==> src/rtl/vending_credit_controller_if.sv <==
// Coin/selection inputs and vend/refund/display outputs of the vending credit controller.
// The bench drives through master; the controller sits on slave.
interface vending_credit_controller_if;
  logic       coinValid;
  logic [1:0] coinValue;
  logic       selectValid;
  logic [1:0] selectItem;
  logic       cancel;
  logic [3:0] binaryNumber;
  logic       isError;
  logic       dispense;
  logic [1:0] dispenseItem;
  logic       changeValid;
  logic [3:0] change;
  logic       coinReject;

  modport master (
    output coinValid, coinValue, selectValid, selectItem, cancel,
    input  binaryNumber, isError, dispense, dispenseItem, changeValid, change, coinReject
  );

  modport slave (
    input  coinValid, coinValue, selectValid, selectItem, cancel,
    output binaryNumber, isError, dispense, dispenseItem, changeValid, change, coinReject
  );
endinterface

==> src/rtl/vending_credit_controller.sv <==
// Credit-based vending controller: accepts coins, vends items against stored credit,
// refunds the remainder and flags errors for a fixed hold time. All outputs registered.
module vending_credit_controller #(
  parameter int PRICE0     = 3,
  parameter int PRICE1     = 5,
  parameter int PRICE2     = 7,
  parameter int PRICE3     = 12,
  parameter int ERROR_HOLD = 4
) (
  input  logic                          clock,
  input  logic                          reset,
  vending_credit_controller_if.slave    bus
);

  typedef enum logic [2:0] {
    IDLE     = 3'd0,
    CREDIT   = 3'd1,
    DISPENSE = 3'd2,
    CHANGE   = 3'd3,
    ERROR    = 3'd4
  } state_t;

  // The counter is loaded with HOLD-1 so that isError is high for exactly HOLD cycles.
  localparam logic [7:0] HOLD_LOAD = 8'(ERROR_HOLD - 1);

  state_t     state_q, state_d;
  logic [3:0] credit_q, credit_d;
  logic [7:0] errCnt_q, errCnt_d;
  logic       isError_q, isError_d;
  logic       dispense_q, dispense_d;
  logic [1:0] item_q, item_d;
  logic       changeValid_q, changeValid_d;
  logic [3:0] change_q, change_d;
  logic       coinReject_q, coinReject_d;

  logic [3:0] coinUnits;
  logic [4:0] coinSum;
  logic [3:0] price;

  always_comb begin
    coinUnits = 4'd1;
    case (bus.coinValue)
      2'b00:   coinUnits = 4'd1;
      2'b01:   coinUnits = 4'd2;
      2'b10:   coinUnits = 4'd5;
      default: coinUnits = 4'd10;
    endcase
  end

  always_comb begin
    price = 4'(PRICE0);
    case (bus.selectItem)
      2'd0:    price = 4'(PRICE0);
      2'd1:    price = 4'(PRICE1);
      2'd2:    price = 4'(PRICE2);
      default: price = 4'(PRICE3);
    endcase
  end

  // Sum is one bit wider than credit so an overflowing coin is detected, never wrapped.
  assign coinSum = {1'b0, credit_q} + {1'b0, coinUnits};

  always_comb begin
    state_d       = state_q;
    credit_d      = credit_q;
    errCnt_d      = errCnt_q;
    isError_d     = 1'b0;
    dispense_d    = 1'b0;
    item_d        = 2'd0;
    changeValid_d = 1'b0;
    change_d      = 4'd0;
    coinReject_d  = 1'b0;

    case (state_q)
      IDLE, CREDIT: begin
        if (bus.cancel) begin
          coinReject_d = bus.coinValid;
          if (credit_q != 4'd0) begin
            state_d       = CHANGE;
            changeValid_d = 1'b1;
            change_d      = credit_q;
          end
        end else if (bus.selectValid) begin
          coinReject_d = bus.coinValid;
          if (credit_q >= price) begin
            credit_d   = credit_q - price;
            state_d    = DISPENSE;
            dispense_d = 1'b1;
            item_d     = bus.selectItem;
          end else begin
            state_d   = ERROR;
            isError_d = 1'b1;
            errCnt_d  = HOLD_LOAD;
          end
        end else if (bus.coinValid) begin
          if (coinSum <= 5'd15) begin
            credit_d = coinSum[3:0];
            state_d  = CREDIT;
          end else begin
            coinReject_d = 1'b1;
            state_d      = ERROR;
            isError_d    = 1'b1;
            errCnt_d     = HOLD_LOAD;
          end
        end
      end
      DISPENSE: begin
        coinReject_d = bus.coinValid;
        if (credit_q != 4'd0) begin
          state_d       = CHANGE;
          changeValid_d = 1'b1;
          change_d      = credit_q;
        end else begin
          state_d = IDLE;
        end
      end
      CHANGE: begin
        coinReject_d = bus.coinValid;
        credit_d     = 4'd0;
        state_d      = IDLE;
      end
      ERROR: begin
        coinReject_d = bus.coinValid;
        if (errCnt_q == 8'd0) begin
          state_d = (credit_q != 4'd0) ? CREDIT : IDLE;
        end else begin
          errCnt_d  = errCnt_q - 8'd1;
          isError_d = 1'b1;
        end
      end
      default: state_d = IDLE;
    endcase
  end

  always_ff @(posedge clock or negedge reset) begin
    if (!reset) begin
      state_q       <= IDLE;
      credit_q      <= 4'd0;
      errCnt_q      <= 8'd0;
      isError_q     <= 1'b0;
      dispense_q    <= 1'b0;
      item_q        <= 2'd0;
      changeValid_q <= 1'b0;
      change_q      <= 4'd0;
      coinReject_q  <= 1'b0;
    end else begin
      state_q       <= state_d;
      credit_q      <= credit_d;
      errCnt_q      <= errCnt_d;
      isError_q     <= isError_d;
      dispense_q    <= dispense_d;
      item_q        <= item_d;
      changeValid_q <= changeValid_d;
      change_q      <= change_d;
      coinReject_q  <= coinReject_d;
    end
  end

  assign bus.binaryNumber = credit_q;
  assign bus.isError      = isError_q;
  assign bus.dispense     = dispense_q;
  assign bus.dispenseItem = item_q;
  assign bus.changeValid  = changeValid_q;
  assign bus.change       = change_q;
  assign bus.coinReject   = coinReject_q;

endmodule

==> src/flat_wrapper.sv <==
// flat-port wrapper written by rule: the top's interface ports become plain ports
module vending_credit_controller_flat 
#(
  parameter int PRICE0     = 3,
  parameter int PRICE1     = 5,
  parameter int PRICE2     = 7,
  parameter int PRICE3     = 12,
  parameter int ERROR_HOLD = 4
)
  (clock, reset, bus_coinValid, bus_coinValue, bus_selectValid, bus_selectItem, bus_cancel, bus_binaryNumber, bus_isError, bus_dispense, bus_dispenseItem, bus_changeValid, bus_change, bus_coinReject);
  vending_credit_controller_if bus_i ();
  input  logic clock;
  input  logic reset;
  input wire logic [$bits(bus_i.coinValid)-1:0] bus_coinValid;
  input wire logic [$bits(bus_i.coinValue)-1:0] bus_coinValue;
  input wire logic [$bits(bus_i.selectValid)-1:0] bus_selectValid;
  input wire logic [$bits(bus_i.selectItem)-1:0] bus_selectItem;
  input wire logic [$bits(bus_i.cancel)-1:0] bus_cancel;
  output wire logic [$bits(bus_i.binaryNumber)-1:0] bus_binaryNumber;
  output wire logic [$bits(bus_i.isError)-1:0] bus_isError;
  output wire logic [$bits(bus_i.dispense)-1:0] bus_dispense;
  output wire logic [$bits(bus_i.dispenseItem)-1:0] bus_dispenseItem;
  output wire logic [$bits(bus_i.changeValid)-1:0] bus_changeValid;
  output wire logic [$bits(bus_i.change)-1:0] bus_change;
  output wire logic [$bits(bus_i.coinReject)-1:0] bus_coinReject;
  assign bus_i.coinValid = bus_coinValid;
  assign bus_i.coinValue = bus_coinValue;
  assign bus_i.selectValid = bus_selectValid;
  assign bus_i.selectItem = bus_selectItem;
  assign bus_i.cancel = bus_cancel;
  assign bus_binaryNumber = bus_i.binaryNumber;
  assign bus_isError = bus_i.isError;
  assign bus_dispense = bus_i.dispense;
  assign bus_dispenseItem = bus_i.dispenseItem;
  assign bus_changeValid = bus_i.changeValid;
  assign bus_change = bus_i.change;
  assign bus_coinReject = bus_i.coinReject;
  vending_credit_controller #(.PRICE0(PRICE0), .PRICE1(PRICE1), .PRICE2(PRICE2), .PRICE3(PRICE3), .ERROR_HOLD(ERROR_HOLD)) u_core (.clock(clock), .reset(reset), .bus(bus_i));
endmodule
==> config.mk <==
export PLATFORM = sky130hd
export DESIGN_NAME = vending_credit_controller_flat
export DESIGN_NICKNAME = d
export VERILOG_FILES = /design/src/rtl/vending_credit_controller_if.sv /design/src/rtl/vending_credit_controller.sv /design/src/flat_wrapper.sv
export SDC_FILE = /design/constraint.sdc
export NUM_CORES = 1
export LEC_CHECK = 0
export CAP_MARGIN = 5
export CORE_ASPECT_RATIO = 0.8
export CORE_MARGIN = 10
export CORE_UTILIZATION = 48
export DETAILED_ROUTE_END_ITERATION = 16
export GPL_TIMING_DRIVEN = 0
export PLACE_DENSITY = 0.75
export SLEW_MARGIN = 10
export SYNTH_ARGS = -nofsm -noshare
export SYNTH_HDL_FRONTEND = slang
export SYNTH_SLANG_ARGS = --single-unit
==> constraint.sdc <==
create_clock -name clock -period 2.5 [get_ports clock]
set_input_delay 0.5 -clock clock [delete_from_list [all_inputs] [get_ports clock]]
set_output_delay 0.5 -clock clock [all_outputs]
set_load 0.01 [all_outputs]
---- Yosys cells after proc, flatten, opt, wreduce, memory -nomap -nowiden ----
Cells that the tools add are included.
Widths: inputs -> output; s select.
word-level totals
  input port bits ......................... 9
  output and inout port bits .............. 14
  flip-flop bits (word level) ............. 25
  word-level logic and storage cells ...... 93
operators by class
  equal/unequal tests ..................... 18
  reduce and logical (&&, ||, !) cells .... 12
  multiplexer cells ....................... 49
  order comparisons ....................... 2
  add/subtract/negate cells ............... 3
operator list
  cell                 number
  $mux 8               6
  $mux 4               7
  $pmux 4 s3           2
  $mux 3               7
  $pmux 4 s2           2
  $pmux 8 s2           1
  $mux 1               15
  $mux 2               5
  $ne 3x2->1 const B   3
  $ne 3x3->1 const B   3
  $pmux 3 s3           1
  $logic_not 8->1      1
  $sub 8x1->8 const B  1
  $eq 3x2->1 const B   2
  $pmux 1 s2           3
  $reduce_and 6->1     1
  $add 4x4->5          1
  $le 5x4->1 const B   1
  $reduce_and 5->1     1
  $eq 2x1->1 const B   2
  $eq 2x2->1 const B   2
  $ge 4x4->1           1
  $logic_not 2->1      2
  $ne 2x2->1 const B   2
  other kinds (11)     12

---- Logic depth before layout (Yosys ltp) ----
  depth after elaboration ................. 9
  mapped depth ............................ 9
  gate-level depth less buffers ........... 8

---- Worst setup path before layout ----
Ideal clock, no wire load.
  path type ............................... input -> register
  from .................................... in bus_coinValue[0]
  to ...................................... reg u_core.errCnt_q[2]
  required time ........................... 2.417 ns
  setup slack ............................. 0.058 ns
  buffers on the path ..................... 1
  arrival ................................. 2.359 ns
  setup time .............................. 0.083 ns
  stages on the path ...................... 9
  cells stage by stage .................... inv_1 > ha_1 > fa_1 > a21o_1 > a211oi_1 > and3b_1 > clkbuf_1 > mux2_2 > o21ai_0
on the way
  word-level cells in the longest chain between the ends .. 6
  elaborated cells between the ends (all ways) .. 8
  classes of those cells .................. 1 x add/sub; 1 x order compare; 3 x eq/ne; 1 x mux; 2 x reduce/logical
RTL lines
  what                                      RTL line                          text
  start, declared                           flat_wrapper.sv:15                input wire logic [$bits(bus_i.coinValue)-1:0] bus_coinValue;
  $eq 2x2->1, or another cell as far along  vending_credit_controller.sv:42   case (bus.coinValue)
  $pmux 4 s3 *                              vending_credit_controller.sv:42
  $add 4x4->5 *                             vending_credit_controller.sv:61   assign coinSum = {1'b0, credit_q} + {1'b0, coinUnits};
  $le 5x4->1 *                              vending_credit_controller.sv:96   if (coinSum <= 5'd15) begin
  $ne 3x3->1 (no line) *                    --
  $reduce_and 6->1 (no line) *              --
  end signal, assigned                      vending_credit_controller.sv:149  errCnt_q <= errCnt_d;
  end, declared                             vending_credit_controller.sv:28   logic [7:0] errCnt_q, errCnt_d;
Mark *: on every way between the ends. The rest lies on a longest branch, timed or not.
A chain may end at the register's enable or synchronous reset.

---- Final worst setup path ----
  from .................................... in bus_selectItem[1]
  to ...................................... reg u_core.errCnt_q[1]
on the way
  word-level cells in the longest chain between the ends .. 5
  elaborated cells between the ends (all ways) .. 7
  classes of those cells .................. 1 x order compare; 3 x eq/ne; 1 x mux; 2 x reduce/logical
RTL lines
  what                                      RTL line                         text
  start, declared                           flat_wrapper.sv:17               input wire logic [$bits(bus_i.selectItem)-1:0] bus_selectItem;
  $eq 2x2->1, or another cell as far along  vending_credit_controller.sv:52  case (bus.selectItem)
  $pmux 4 s3 *                              vending_credit_controller.sv:52
  $ge 4x4->1 *                              vending_credit_controller.sv:85  if (credit_q >= price) begin
  $ne 3x3->1 (no line) *                    --
  $reduce_and 6->1 (no line) *              --
Marks and branches as above.

==> impl_results.md <==
- Period utilization: 96.87%
- Cell row count: 17
- Worst EP arrival: 2560 ps
- Worst EP required: 2640 ps
- Top_reg_cell synth: dfrtp_1
- Die Width: 81.72 um
- Die Height: a little under 70 um
- Top cells by count, synth: 25 x dfrtp_1, 12 x nor2_1, 11 x inv_1
- Max Cap Viol: 0
- Core area: 2829 um^2
- Post-synth EDFFs: 0
- Syn avg cell area: 10.30 um^2
- Fin. Hold Viols: 0
- First-pass GRT wire length: approximately 5300 um
- Status: finished clean
- Hpwl dp: 2445 um
- Max FO, Critical Path: 4
- Via/cell ratio: roughly 5.5
- Reg2Reg Setup Slack: 240 ps
- WL met2: 1475 um
- FF-to-FF Start: u_core.bus.binaryNumber[0]$_DFFE_PN0P_
- Area contributors post-synth: dfrtp_1 43%, ha_1 7.7%, xnor2_1 4.2%, a21oi_1 3.1%, nor2_1 3.1%
- Initial DRC count: 55
- WHS: 206.4 ps
- Seq cells post-synth: 25
- CTS max path bufs: 2
- Count leader, synth: dfrtp_1
- Met3 wire len: 235 um
- Design Power: 1970 uW
- Root Driver: clkbuf_8
- Die area: around 5700 um^2
- Cells after Synth: 142
- Layout area overhead: 25.15%
- Worst-path clk slew: roughly 80 ps
- Initial Utilization: 51.70%
- Hold crit path type: primary input to asynchronous set/reset pin
- R2r endpoint: u_core.errCnt_q[1]$_DFFE_PN0P_
- Peak supply drop: roughly 0.00073 V
- Placer congestion estimate: 0.7738
- DRC viols: 0
- First-pass DRT Iterations: 4
- Ant diodes: 0
- Post-layout min period: roughly 2400 ps
- Crit path launch type: primary input
- Setup Viol. Count Final: 0
- Port-buffer cells: 22
- Layout cell share with drive strength beyond 1: 15.20%
- Synth unique cells: 39
- CTS sink cnt: 25
- Num CTS Buffers: 3
- Max-slew headroom: 56.29%
- CTS tree: done
- WL met1: 1384 um
- WL final: between 3000 and 4000 um
- Worst Path Class, Setup: primary input to flip-flop
- Reg2Reg Depth: 8
- Area share of the largest cell type after synthesis: 42.77%
- Layout Nets: 192
- Critical path endpoint category: flip-flop
- Yosys synthesis warning count: 0
- Via count of the first global-routing pass: between 1,000 and 1,500
- Mapped Nets: 162
- Total track usage: a little under an eighth
- H-tree depth: 1
- Area leader, netlist: dfrtp_1
- Setup tns final: 0 ps
- Highest routed layer: met4
- Highest clock rate: 412.9 MHz
- ANT nets after route: 0
- Least-Margin Pin Slew: 649.6 ps
- Async SR Flop Fraction: 100.0%
- Pins Over Slew Limit: 0
- Clk_skew: 5.631 ps
- PwrDens: 1076 nW/um^2
- Unrepaired setup endpoints after global routing: false
- Wirelength per Cell: roughly 15 um
- Register area share after synthesis: 42.77%
- Routed via count: 1,156
- Maximum number of pins on one net before global-route repair: 26
- Final design utilization: between 60 and 70%
- I/O pin total: 23
- Global route overflow: 0
- Pleak: approximately 0.00084 uW
- Initial antenna violation count: 0
- Clock latency on the worst-skew pair: 270 ps
- Cell Area, Synth: ~1500 um^2
worst max-delay path, cell delays in order:
cell and delay (ps):
clkdlybuf4s50_1 510, nand2_2 70, ha_2 190, fa_2 350, a21boi_0 160, a2bb2oi_2 180, and3b_2 280, buf_4 140
o21ai_1 110, o21ai_1 70
worst max-delay path by stage:
stage | cells after the start | start | endpoint | slack (ps)
3_5_place_dp | 10 | bus_coinValue[0] | u_core.errCnt_q[2]$_DFFE_PN0P_ | -860
4_1_cts | 9 | bus_selectItem[1] | u_core.errCnt_q[2]$_DFFE_PN0P_ | 6
3_3_place_gp | 10 | bus_coinValue[0] | u_core.errCnt_q[2]$_DFFE_PN0P_ | -760
6_report | 10 | bus_selectItem[1] | u_core.errCnt_q[1]$_DFFE_PN0P_ | 80
5_1_grt | 9 | bus_selectItem[1] | u_core.errCnt_q[2]$_DFFE_PN0P_ | 2
2_1_floorplan | 9 | bus_coinValue[0] | u_core.errCnt_q[2]$_DFFE_PN0P_ | 60
cell usage in the layout, fill, tap and decap left out, types with 2 or more instances in the layout:
cell type        Yosys  final
dfrtp_1             25     25
clkdlybuf4s50_1      0     19
nor2_1              12     12
inv_1               11     11
a21oi_1              9      9
ha_1                 9      8
and2_1               7      7
xnor2_1              7      7
nand2_1              7      6
a21o_1               4      4
nor4_1               5      4
o2bb2ai_1            4      4
buf_4                0      4
clkbuf_1             3      3
o21ai_1              0      3
o21ai_0              6      3
clkbuf_8             0      3
buf_2                1      2
nor2b_1              2      2
o21a_1               2      2
a2111oi_0            2      2
mux2i_1              2      2
a2111oi_2            2      2
fa_2                 0      2
dlygate4sd2_1        0      2
metal layers:
metal  vias to the layer above  track usage [%]
met3                         4            5.556
met5                         -                0
met2                        20            18.19
li1                        565                -
met4                         0            2.809
met1                       567            13.64
where the power goes:
part / total [uW] / switching (uW) / internal [uW]
clock: 237 / 123 / 114
sequential: 688 / 147 / 541
combinational: 1040 / 527 / 517
sequential cells by signal, summed over array words and instances, names as in the netlist:
name	flops
u_core.bus.dispenseItem	2
u_core.bus.dispense	1
u_core.bus.isError	1
u_core.bus.coinReject	1
u_core.bus.binaryNumber	4
u_core.bus.change	4
u_core.state_q	3
u_core.bus.changeValid	1
u_core.errCnt_q	8
final cells by class:
cell class / instances / area (um^2)
repair buffers: 26 / 242.7
plain buffers: 4 / 16.27
well taps: 38 / 47.55
fillers: 222 / 998.5
clock buffers: 4 / 45.04
multi-input cells: 101 / 812.0
flip-flops and latches: 25 / 625.6
inverters: 11 / 41.29
kinds of logic after synthesis:
group                      count (synthesis)  synth area share [%]
AOI/OAI and AO/OA                         37                 19.93
xor gates and xnor gates                   8                 4.791
adders and majority gates                 11                 10.44
buffers and inverters                     16                 4.191
DFF                                       25                 42.77
muxes                                      3                 2.139
and+or+nand+nor                           42                 15.74
repair_timing:
action                     4_1_cts  5_1_grt
hold buffers                     0        0
pin swaps                        2        1
setup endpoints to repair       19        3
resized for setup                9        5
buffers inserted                 2        2
per-stage QoR:
step                      setup WS [ps]  cells  cell area (um^2)
after floorplan                   57.92    142              1463
after global placement           -763.7    202              1730
after detailed placement         -859.4    202              1730
after CTS                         5.520    207              1812
after global routing              2.026    209              1831
final                             78.14    209              1831
Power figures use the tool's default switching activity.
